**config.mk**
```make
export PLATFORM = sky130hd
export DESIGN_NAME = spi_master_fifo
export DESIGN_NICKNAME = d
export VERILOG_FILES = /design/src/rtl/spi_master_fifo.sv
export SDC_FILE = /design/constraint.sdc
export NUM_CORES = 1
export LEC_CHECK = 0
export ABC_AREA = 1
export BUFFER_PORTS_ARGS = -buffer_cell sky130_fd_sc_hd__buf_4
export CORE_ASPECT_RATIO = 0.8
export CORE_UTILIZATION = 30
export CTS_CLUSTER_DIAMETER = 150
export DETAILED_ROUTE_END_ITERATION = 10
export GPL_TIMING_DRIVEN = 1
export SKIP_LAST_GASP = 1
export SLEW_MARGIN = 10
export SYNTH_ARGS = -nofsm -noshare
export SYNTH_HDL_FRONTEND = slang
export SYNTH_SLANG_ARGS = --single-unit
```
**constraint.sdc**
```tcl
create_clock -name HCLK -period 4.5 [get_ports HCLK]
set_clock_uncertainty 0.2 [all_clocks]
set_input_delay 0.225 -clock HCLK [delete_from_list [all_inputs] [get_ports HCLK]]
set_output_delay 0.225 -clock HCLK [all_outputs]
set_load 0.005 [all_outputs]
```
**src/rtl/spi_master_fifo.sv**
```systemverilog
// Synchronous single-clock FIFO with valid/ready handshakes on both sides.
// Used for the SPI TX and RX data paths. elements_o reports current occupancy.
// Depth may be any value >= 2; pointers wrap explicitly at BUFFER_DEPTH-1.
module spi_master_fifo #(
  parameter int unsigned DATA_WIDTH       = 32,
  parameter int unsigned BUFFER_DEPTH     = 10,
  parameter int unsigned LOG_BUFFER_DEPTH = $clog2(BUFFER_DEPTH)
) (
  input  logic                        HCLK,
  input  logic                        HRESETn,
  input  logic                        clr_i,
  output logic [LOG_BUFFER_DEPTH:0]   elements_o,
  input  logic [DATA_WIDTH-1:0]       data_i,
  input  logic                        valid_i,
  output logic                        ready_o,
  output logic [DATA_WIDTH-1:0]       data_o,
  output logic                        valid_o,
  input  logic                        ready_i
);

  typedef logic [LOG_BUFFER_DEPTH-1:0] ptr_t;
  typedef logic [LOG_BUFFER_DEPTH:0]   cnt_t;

  localparam ptr_t PTR_LAST = ptr_t'(BUFFER_DEPTH - 1);
  localparam cnt_t CNT_FULL = cnt_t'(BUFFER_DEPTH);

  ptr_t                  rd_ptr_q, rd_ptr_d;
  ptr_t                  wr_ptr_q, wr_ptr_d;
  cnt_t                  elements_q, elements_d;
  logic [DATA_WIDTH-1:0] mem_q [BUFFER_DEPTH];
  logic [DATA_WIDTH-1:0] mem_d [BUFFER_DEPTH];
  logic                  push, pop;

  function automatic ptr_t next_ptr(input ptr_t p);
    return (p == PTR_LAST) ? '0 : p + ptr_t'(1);
  endfunction

  // Handshake flags and head word, decoded from registered state only
  always_comb begin
    ready_o    = (elements_q != CNT_FULL);
    valid_o    = (elements_q != '0);
    elements_o = elements_q;
    data_o     = mem_q[rd_ptr_q];
    push       = valid_i & ready_o;
    pop        = valid_o & ready_i;
  end

  // Next-state for pointers and occupancy; flush overrides any transfer
  always_comb begin
    rd_ptr_d   = rd_ptr_q;
    wr_ptr_d   = wr_ptr_q;
    elements_d = elements_q;
    if (clr_i) begin
      rd_ptr_d   = '0;
      wr_ptr_d   = '0;
      elements_d = '0;
    end else begin
      if (push) wr_ptr_d = next_ptr(wr_ptr_q);
      if (pop)  rd_ptr_d = next_ptr(rd_ptr_q);
      case ({push, pop})
        2'b10:   elements_d = elements_q + cnt_t'(1);
        2'b01:   elements_d = elements_q - cnt_t'(1);
        default: elements_d = elements_q;
      endcase
    end
  end

  // Storage next-state: write the incoming word at the write pointer
  always_comb begin
    mem_d = mem_q;
    if (push && !clr_i) mem_d[wr_ptr_q] = data_i;
  end

  // Control state registers with synchronous active-low reset
  always_ff @(posedge HCLK) begin
    if (!HRESETn) begin
      rd_ptr_q   <= '0;
      wr_ptr_q   <= '0;
      elements_q <= '0;
    end else begin
      rd_ptr_q   <= rd_ptr_d;
      wr_ptr_q   <= wr_ptr_d;
      elements_q <= elements_d;
    end
  end

  // Storage array is intentionally not reset
  always_ff @(posedge HCLK) begin
    mem_q <= mem_d;
  end

endmodule
```
==> results of run 1 <==
==> stage by stage <==
stage                     setup slack [ns]  hold slack [ns]
after global placement                1.45            0.276
after detailed placement              1.45            0.285
after global routing                 0.708           0.0350
final                                0.872           0.0197
after floorplan                      0.857            0.124
after CTS                            0.882           0.0221
==> kinds of logic (layout without fill, tap and decap cells) <==
| group | after synthesis | count (layout) | synth area share (%) |
|---|---|---|---|
| AND/OR/NAND/NOR | 753 | 753 | 21.5 |
| flip-flops | 333 | 333 | 69.3 |
| buffers and inverters | 223 | 347 | 7.02 |
| AO/OA/AOI/OAI | 37 | 37 | 1.67 |
| adder cells (fa/ha/maj) | 5 | 5 | 0.492 |
| XOR/XNOR | 1 | 1 | 0.0615 |
==> cell usage after synthesis <==
cell type and n:
sky130_fd_sc_hd__buf_4 10, sky130_fd_sc_hd__inv_2 2, sky130_fd_sc_hd__dfxtp_1 13, sky130_fd_sc_hd__clkbuf_1 6, sky130_fd_sc_hd__o211ai_1 21, sky130_fd_sc_hd__nor2_2 1
sky130_fd_sc_hd__buf_2 33, sky130_fd_sc_hd__a21oi_1 7, sky130_fd_sc_hd__xnor2_1 1, sky130_fd_sc_hd__nand3b_1 5, sky130_fd_sc_hd__fa_1 1, sky130_fd_sc_hd__buf_6 11
sky130_fd_sc_hd__ha_1 4, sky130_fd_sc_hd__o21ai_0 9, sky130_fd_sc_hd__nand3_1 152, sky130_fd_sc_hd__buf_1 4, sky130_fd_sc_hd__nand2_1 514, sky130_fd_sc_hd__inv_4 1
sky130_fd_sc_hd__clkinv_1 1, sky130_fd_sc_hd__nand3_2 1, sky130_fd_sc_hd__nor2_1 74, sky130_fd_sc_hd__nand2_2 2, sky130_fd_sc_hd__or2_2 2, sky130_fd_sc_hd__inv_1 155
sky130_fd_sc_hd__nor3_2 1, sky130_fd_sc_hd__edfxtp_1 320, sky130_fd_sc_hd__nor3_1 1
==> flip-flops by register name, summed over array words and instances, names as in the netlist <==
| signal | count |
|---|---|
| elements_o | 5 |
| mem_q | 320 |
| rd_ptr_q | 4 |
| wr_ptr_q | 4 |
==> power breakdown <==
part	internal [mW]	total [mW]	switching, mW
logic	0.234	0.614	0.380
registers	3.43	3.45	0.0291
clock network	1.54	2.73	1.18
==> per-layer routing <==
metal / wire [microns] / part of all wire [%] / up-vias / global-route usage [%]
li1: - / - / 4621 / -
met1: 16000 / 46 / 4526 / 20.0
met2: 16300 / 47 / 238 / 23.5
met3: 1710 / 5.0 / 39 / 2.04
met4: 501 / 1.5 / 0 / 3.08
met5: 0 / 0 / - / 0
==> final timing paths <==
kind                               startpoint       endpoint  slack [ns]  cells past startpoint
worst min-delay path                  HRESETn    rd_ptr_q[2]        0.02                      3
worst max-delay path              rd_ptr_q[1]     data_o[16]        0.87                      8
worst min register to register  elements_o[0]  elements_o[0]        0.39                      2
worst max register to register  elements_o[4]      mem_q[18]        1.76                      7
==> area by class of cell <==
| class | instances | area share, % |
|---|---|---|
| inverter | 159 | 3.54 |
| clock buffer | 47 | 5.57 |
| tap | 620 | 4.59 |
| multi-input combinational | 796 | 20.4 |
| timing repair buffer | 127 | 6.70 |
| sequential | 333 | 58.4 |
| clock inverter | 14 | 0.762 |
==> worst max-delay path, stage by stage, from the launching register on <==
cell                       delay (ns)
sky130_fd_sc_hd__dfxtp_4         0.60
sky130_fd_sc_hd__buf_4           0.55
sky130_fd_sc_hd__nand2_2         0.52
sky130_fd_sc_hd__inv_1           0.28
sky130_fd_sc_hd__nand2_1         0.08
sky130_fd_sc_hd__nand3b_1        0.13
sky130_fd_sc_hd__nand3_1         0.17
sky130_fd_sc_hd__nand2_1         0.17
sky130_fd_sc_hd__buf_4           0.12
==> results summary, run 1 <==
The flow ran to the end, and the final reports show no timing, DRC or antenna violations. The layout has 4611 filler cells. The insertion delay of the later-clocked pin in the worst-skew pair is 0.52 ns. The count of endpoints failing setup in the final report came out at 0. The finished cells cover 0.0169 sq mm.

The post-CTS resize count came out at 0. The highest clock rate is 276 MHz. After synthesis the cells add up to 0.0142 sq mm. The first detailed-routing pass took 5 iterations.

The wire length of the first global-routing pass is 53300 microns. Using the TritonRoute via totals, the vias-per-cell ratio works out to 4.50. Counting distinct cell types in the post-synthesis netlist gives 27.

The maximum fanout encountered on the critical timing path came out at 43. The post-placement cell count is 1998. The share of the synthesized area in the top cell type came out at 67.4%. The worst setup path is of the register to output pin kind.

The routed layout has 9424 vias. The post-detailed-routing wire length is 34500 microns. At the pin with the least slew margin, the transition time is 1.24 ns. Cells fill 36.1% of the core in the end. The per-instance average area after synthesis is 10.5 sq um. The synthesized net count is 1394. The instance count of the mapped netlist came out at 1352. The maximum vdd drop is 0.378 mV. The number of hold violations in the final report is 0. The endpoint arrival time on the critical path came out at 3.20 ns. From left edge to right edge, the die measures 246 microns. The ratio of cells with drive above 1 in the final layout is 10.9%.

The initial antenna violation count came to 0. The deepest clock path buffer count came out at 3. The floorplan row count came out at 71. Excluding fillers, the count of instances in the completed layout stands at 2096. The core region area is 0.0469 sq mm.

The path class of the tightest hold or removal check is primary input to register. The starting density of the core is 30.4%. The sort of element at the end of the critical path is an output pin. The flip-flop and latch count after synthesis is 333. The number of sinks handled by clock tree synthesis is 333. The area used by sequential logic in the layout came out at 0.00988 sq mm. In this run the number of H-tree levels came out at 2. The global-route congestion overflow total came out at 0.

The library cells used most frequently in the layout, excluding fill and tap cells, are sky130_fd_sc_hd__nand2_1, sky130_fd_sc_hd__edfxtp_1, sky130_fd_sc_hd__inv_1. After routing, the total negative slack on setup checks comes to 0 ns. The routed length per instance is 16.5 microns. The cts-stage hold buffer count is 35.

The die covers 0.0484 sq mm. At the end of routability-driven placement, the weighted congestion stood at 0.750. The worst-case headroom to the max-slew limit came out at 17.2%. The first routing iteration left 690 violations.

The share of the cycle needed by the critical path after routing came out at 80.6%. For this design the ratio of total power to cell area is 402 mW/mm^2. 76 I/O pins were placed. The number of clock buffers added by TritonCTS is 36. The count of input and output buffers is 75. The area growth from synthesis to layout is 18.7%. The total chip power is 6.80 mW.

The net count of the finished layout is 1495. The library cell used most frequently in the layout, excluding fill and tap cells, is sky130_fd_sc_hd__nand2_1. The count of warnings emitted by yosys is 0. The count of buffers added by post-CTS timing repair for setup came out at 0. The worst endpoint required time came out at 4.07 ns. Summed over all nets, the half-perimeter wirelength after detailed placement is 19100 microns. In the final layout, the multi-input gates occupy 0.00346 sq mm.

The shortest clock period the worst path allows after layout came out at 3.63 ns. The count of maximum capacitance violations is 0. After clock tree synthesis, the clock-pin slew on the worst setup and hold paths is 0.06 ns. The cell area after placement came out at 0.0154 sq mm. The leakage power of the design is 6.79 nW.

The number of remaining DRC errors is 0. CTS placed an instance of sky130_fd_sc_hd__clkbuf_16 at the clock tree root. In the post-synthesis netlist, the biggest area contributors are sky130_fd_sc_hd__edfxtp_1, sky130_fd_sc_hd__nand2_1, sky130_fd_sc_hd__nand3_1, sky130_fd_sc_hd__inv_1, sky130_fd_sc_hd__nor2_1. The global router's overall resource usage is 14.3%. The worst setup path is launched from a register. The count of inserted antenna diode cells came out at 0. The largest net degree at the start of global routing came out at 90. The overall die height came out at 197 microns. The number of global-route vias before repair came out at 9053.

Setup repair after global routing left no endpoint under its margin. TritonCTS built the clock tree. The library cell occupying the most area in the post-synthesis netlist is sky130_fd_sc_hd__edfxtp_1. The max-slew violation total from the final report is 0. The sequential area share after synthesis is 69.3%.

The detail route stage leaves a number of antenna-violating nets equal to 0.
(Power assumes the default switching activity.)
==> inputs of run 2 (changes only) <==
- clock period: 4.5 -> 3.8 ns (I/O delays scaled with it)
==> run 2 against run 1 <==
Against the previous run:
- worst hold slack got worse by 0.0053 ns
- first-iteration DRC count increased by 11%
- power increased by 18%
- sequential share of layout area decreased by 0.052 points
==> results summary, run 2 (synthesis results as in run 1) <==
The count of buffers added by post-CTS timing repair for setup came out at 0 (unchanged). The count of boundary I/O pins came out at 76 (unchanged). The flip-flop count of the largest register after layout is 320 (unchanged). The largest net degree at the start of global routing is 188 (+110%). The count of input and output buffers is 75 (unchanged). The smallest clock period supported by the final layout is computed as 2.99 ns. Setup repair after global routing left no endpoint under its margin. The tightest min-delay check is of the primary input to register type. The starting density of the core is 30.4% (unchanged). The net count of the finished layout is 1498 (+0.20%). The max-slew violation total from the final report was 0 (unchanged). The count of non-filler cells in the finished layout is 2106 (+0.48%). The count of maximum capacitance violations is 0 (unchanged).

The number of buffers added by the clock tree synthesis step is 37 (+2.8%). The worst hold path cell count is 6 (+3). The count of endpoints failing setup in the final report is 0 (unchanged). The core region area came out at 0.0469 sq mm (unchanged). The wire length of the first global-routing pass came out at 52400 microns (-1.7%). The number of remaining DRC errors is 0 (unchanged). The number of sinks handled by clock tree synthesis came out at 333 (unchanged). The measured slew at the worst slew-check pin is 0.967 ns (-0.273 ns).

The post-placement cell count is 2000 (+0.10%). The worst setup path is captured at an output pin. The setup slack at placement is 1.29 ns (-0.163 ns). The level count of the clock H-tree is 2 (unchanged). The launch point of the worst hold path is clr_i.

The overall die height came out at 197 microns (unchanged). The half-perimeter wire length after placement is 18200 microns (-4.9%). The worst-case headroom to the max-slew limit was 35.4% (+18 points).

The number of detailed-routing iterations run before antenna repair is 6 (+1). The maximum vdd drop is 0.330 mV (-13%). In this run the critical register-to-register path is launched from elements_o[4]. The post-detailed-routing wire length came to 33600 microns (-2.4%). The global router's overall resource usage came to 14.0% (-0.27 points). The insertion delay of the later-clocked pin in the worst-skew pair is 0.52 ns (about the same). The run finished with clean final reports.

The residual antenna-violating net count after detailed routing is 0 (unchanged). The deepest clock path buffer count is 3 (unchanged). The endpoint arrival time on the critical path is 2.60 ns (-0.60 ns). The register name with the most flops is mem_q. The ratio of cells with drive above 1 in the final layout is 11.3% (+0.41 points). The share of the cycle needed by the critical path after routing came out at 78.7%. STA classifies the critical path startpoint as a register. The global-route congestion overflow total came out at 0 (unchanged). The number of vias per cell came out at 4.46 (-0.74%).

The hold slack is 0.0144 ns (-0.00528 ns). Leaving out fill and tap cells, the most frequent cells in the layout are sky130_fd_sc_hd__nand2_1, sky130_fd_sc_hd__edfxtp_1, sky130_fd_sc_hd__inv_1. The tree is rooted in a sky130_fd_sc_hd__clkbuf_16. The sum of negative setup slack was 0 ns (unchanged). The critical path launch point is rd_ptr_q[1]. The clock transition at the register clock pins on the worst setup and hold paths after CTS was 0.06 ns (about the same). The TritonCTS clock tree is done. The initial antenna violation count came out at 1 (+1). The routed length per instance came out at 16.0 microns (-2.9%).

The number of violations reported at the end of detailed-routing iteration 0 came to 765 (+11%). Derived from the worst setup path, the maximum achievable clock frequency is 334 MHz. The library cell used most frequently in the layout, excluding fill and tap cells, is sky130_fd_sc_hd__nand2_1. The leakage power of the design is 6.81 nW (+0.41%). The number of global-route vias before repair came to 9065 (+0.13%).

The minimum setup slack in the final design came to 0.809 ns (-0.0626 ns). The depth of the most critical reg-to-reg path is 7 (unchanged). The horizontal extent of the die came to 246 microns (unchanged). The critical path is of the register to output pin type. The number of hold violations in the final report is 0 (unchanged). The floorplan die area came to 0.0484 sq mm (unchanged).

The area growth from synthesis to layout came out at 18.8% (about the same). The total power density per cell area is 475 mW/mm^2 (+18%). The worst endpoint required time was 3.41 ns (-0.66 ns). The total number of vias is 9399 (-0.27%). The floorplan row count is 71 (unchanged). The maximum fanout encountered on the critical timing path is 35 (-19%). The total chip power is 8.05 mW (+18%). The last weighted congestion value of the routability-driven placer is 0.754 (+0.53%).
run 2: power by group:
group | leakage [nW] | switching (mW) | internal [mW]
logic | 3.28 | 0.449 | 0.281
registers | 3.00 | 0.0235 | 4.06
clock network | 0.538 | 1.42 | 1.81
total | 6.81 | 1.89 | 6.15
run 2: cell type report:
class	count	area, sq um
Clock inverter	20	126
Inverter	159	599
Sequential cell	333	9880
Timing Repair Buffer	129	1120
Antenna cell	1	2.50
Multi-Input combinational cell	796	3460
Clock buffer	48	967
Tap cell	620	776
Fill cell	4585	30000
run 2: critical path, stage by stage (launching register included):
cell and delay (ns):
sky130_fd_sc_hd__dfxtp_4 0.46, sky130_fd_sc_hd__inv_2 0.62, sky130_fd_sc_hd__buf_12 0.30, sky130_fd_sc_hd__o211ai_1 0.13, sky130_fd_sc_hd__nand2_1 0.11, sky130_fd_sc_hd__nand3_1 0.08
sky130_fd_sc_hd__nand2_1 0.18, sky130_fd_sc_hd__buf_4 0.14
run 2: stage by stage:
| step | area, sq um | util [%] |
|---|---|---|
| global placement | 15500 | 33.0 |
| floorplan | 14200 | - |
| CTS | 16900 | 36.1 |
| detailed placement | 15500 | 33.0 |
| finish | 16900 | 36.1 |
| global route | 16900 | 36.1 |
run 2: worst paths after layout:
kind,to,slack (ns)
worst min-delay path,elements_o[4],0.01
worst max-delay path,data_o[2],0.81
worst max register to register,mem_q[117],1.32
worst min register to register,elements_o[0],0.38
run 2: metal layers:
layer | track usage, % | part of all wire, %
met1 | 19.1 | 46
met2 | 23.0 | 47
met3 | 2.67 | 5.3
met4 | 3.31 | 1.7
met5 | 0 | 0
run 2: timing repair:
action                                  CTS  global route
endpoints found under the hold margin   331             0
hold buffers                             37             0
endpoints found under the setup margin    0             0
resized for setup                         0             0
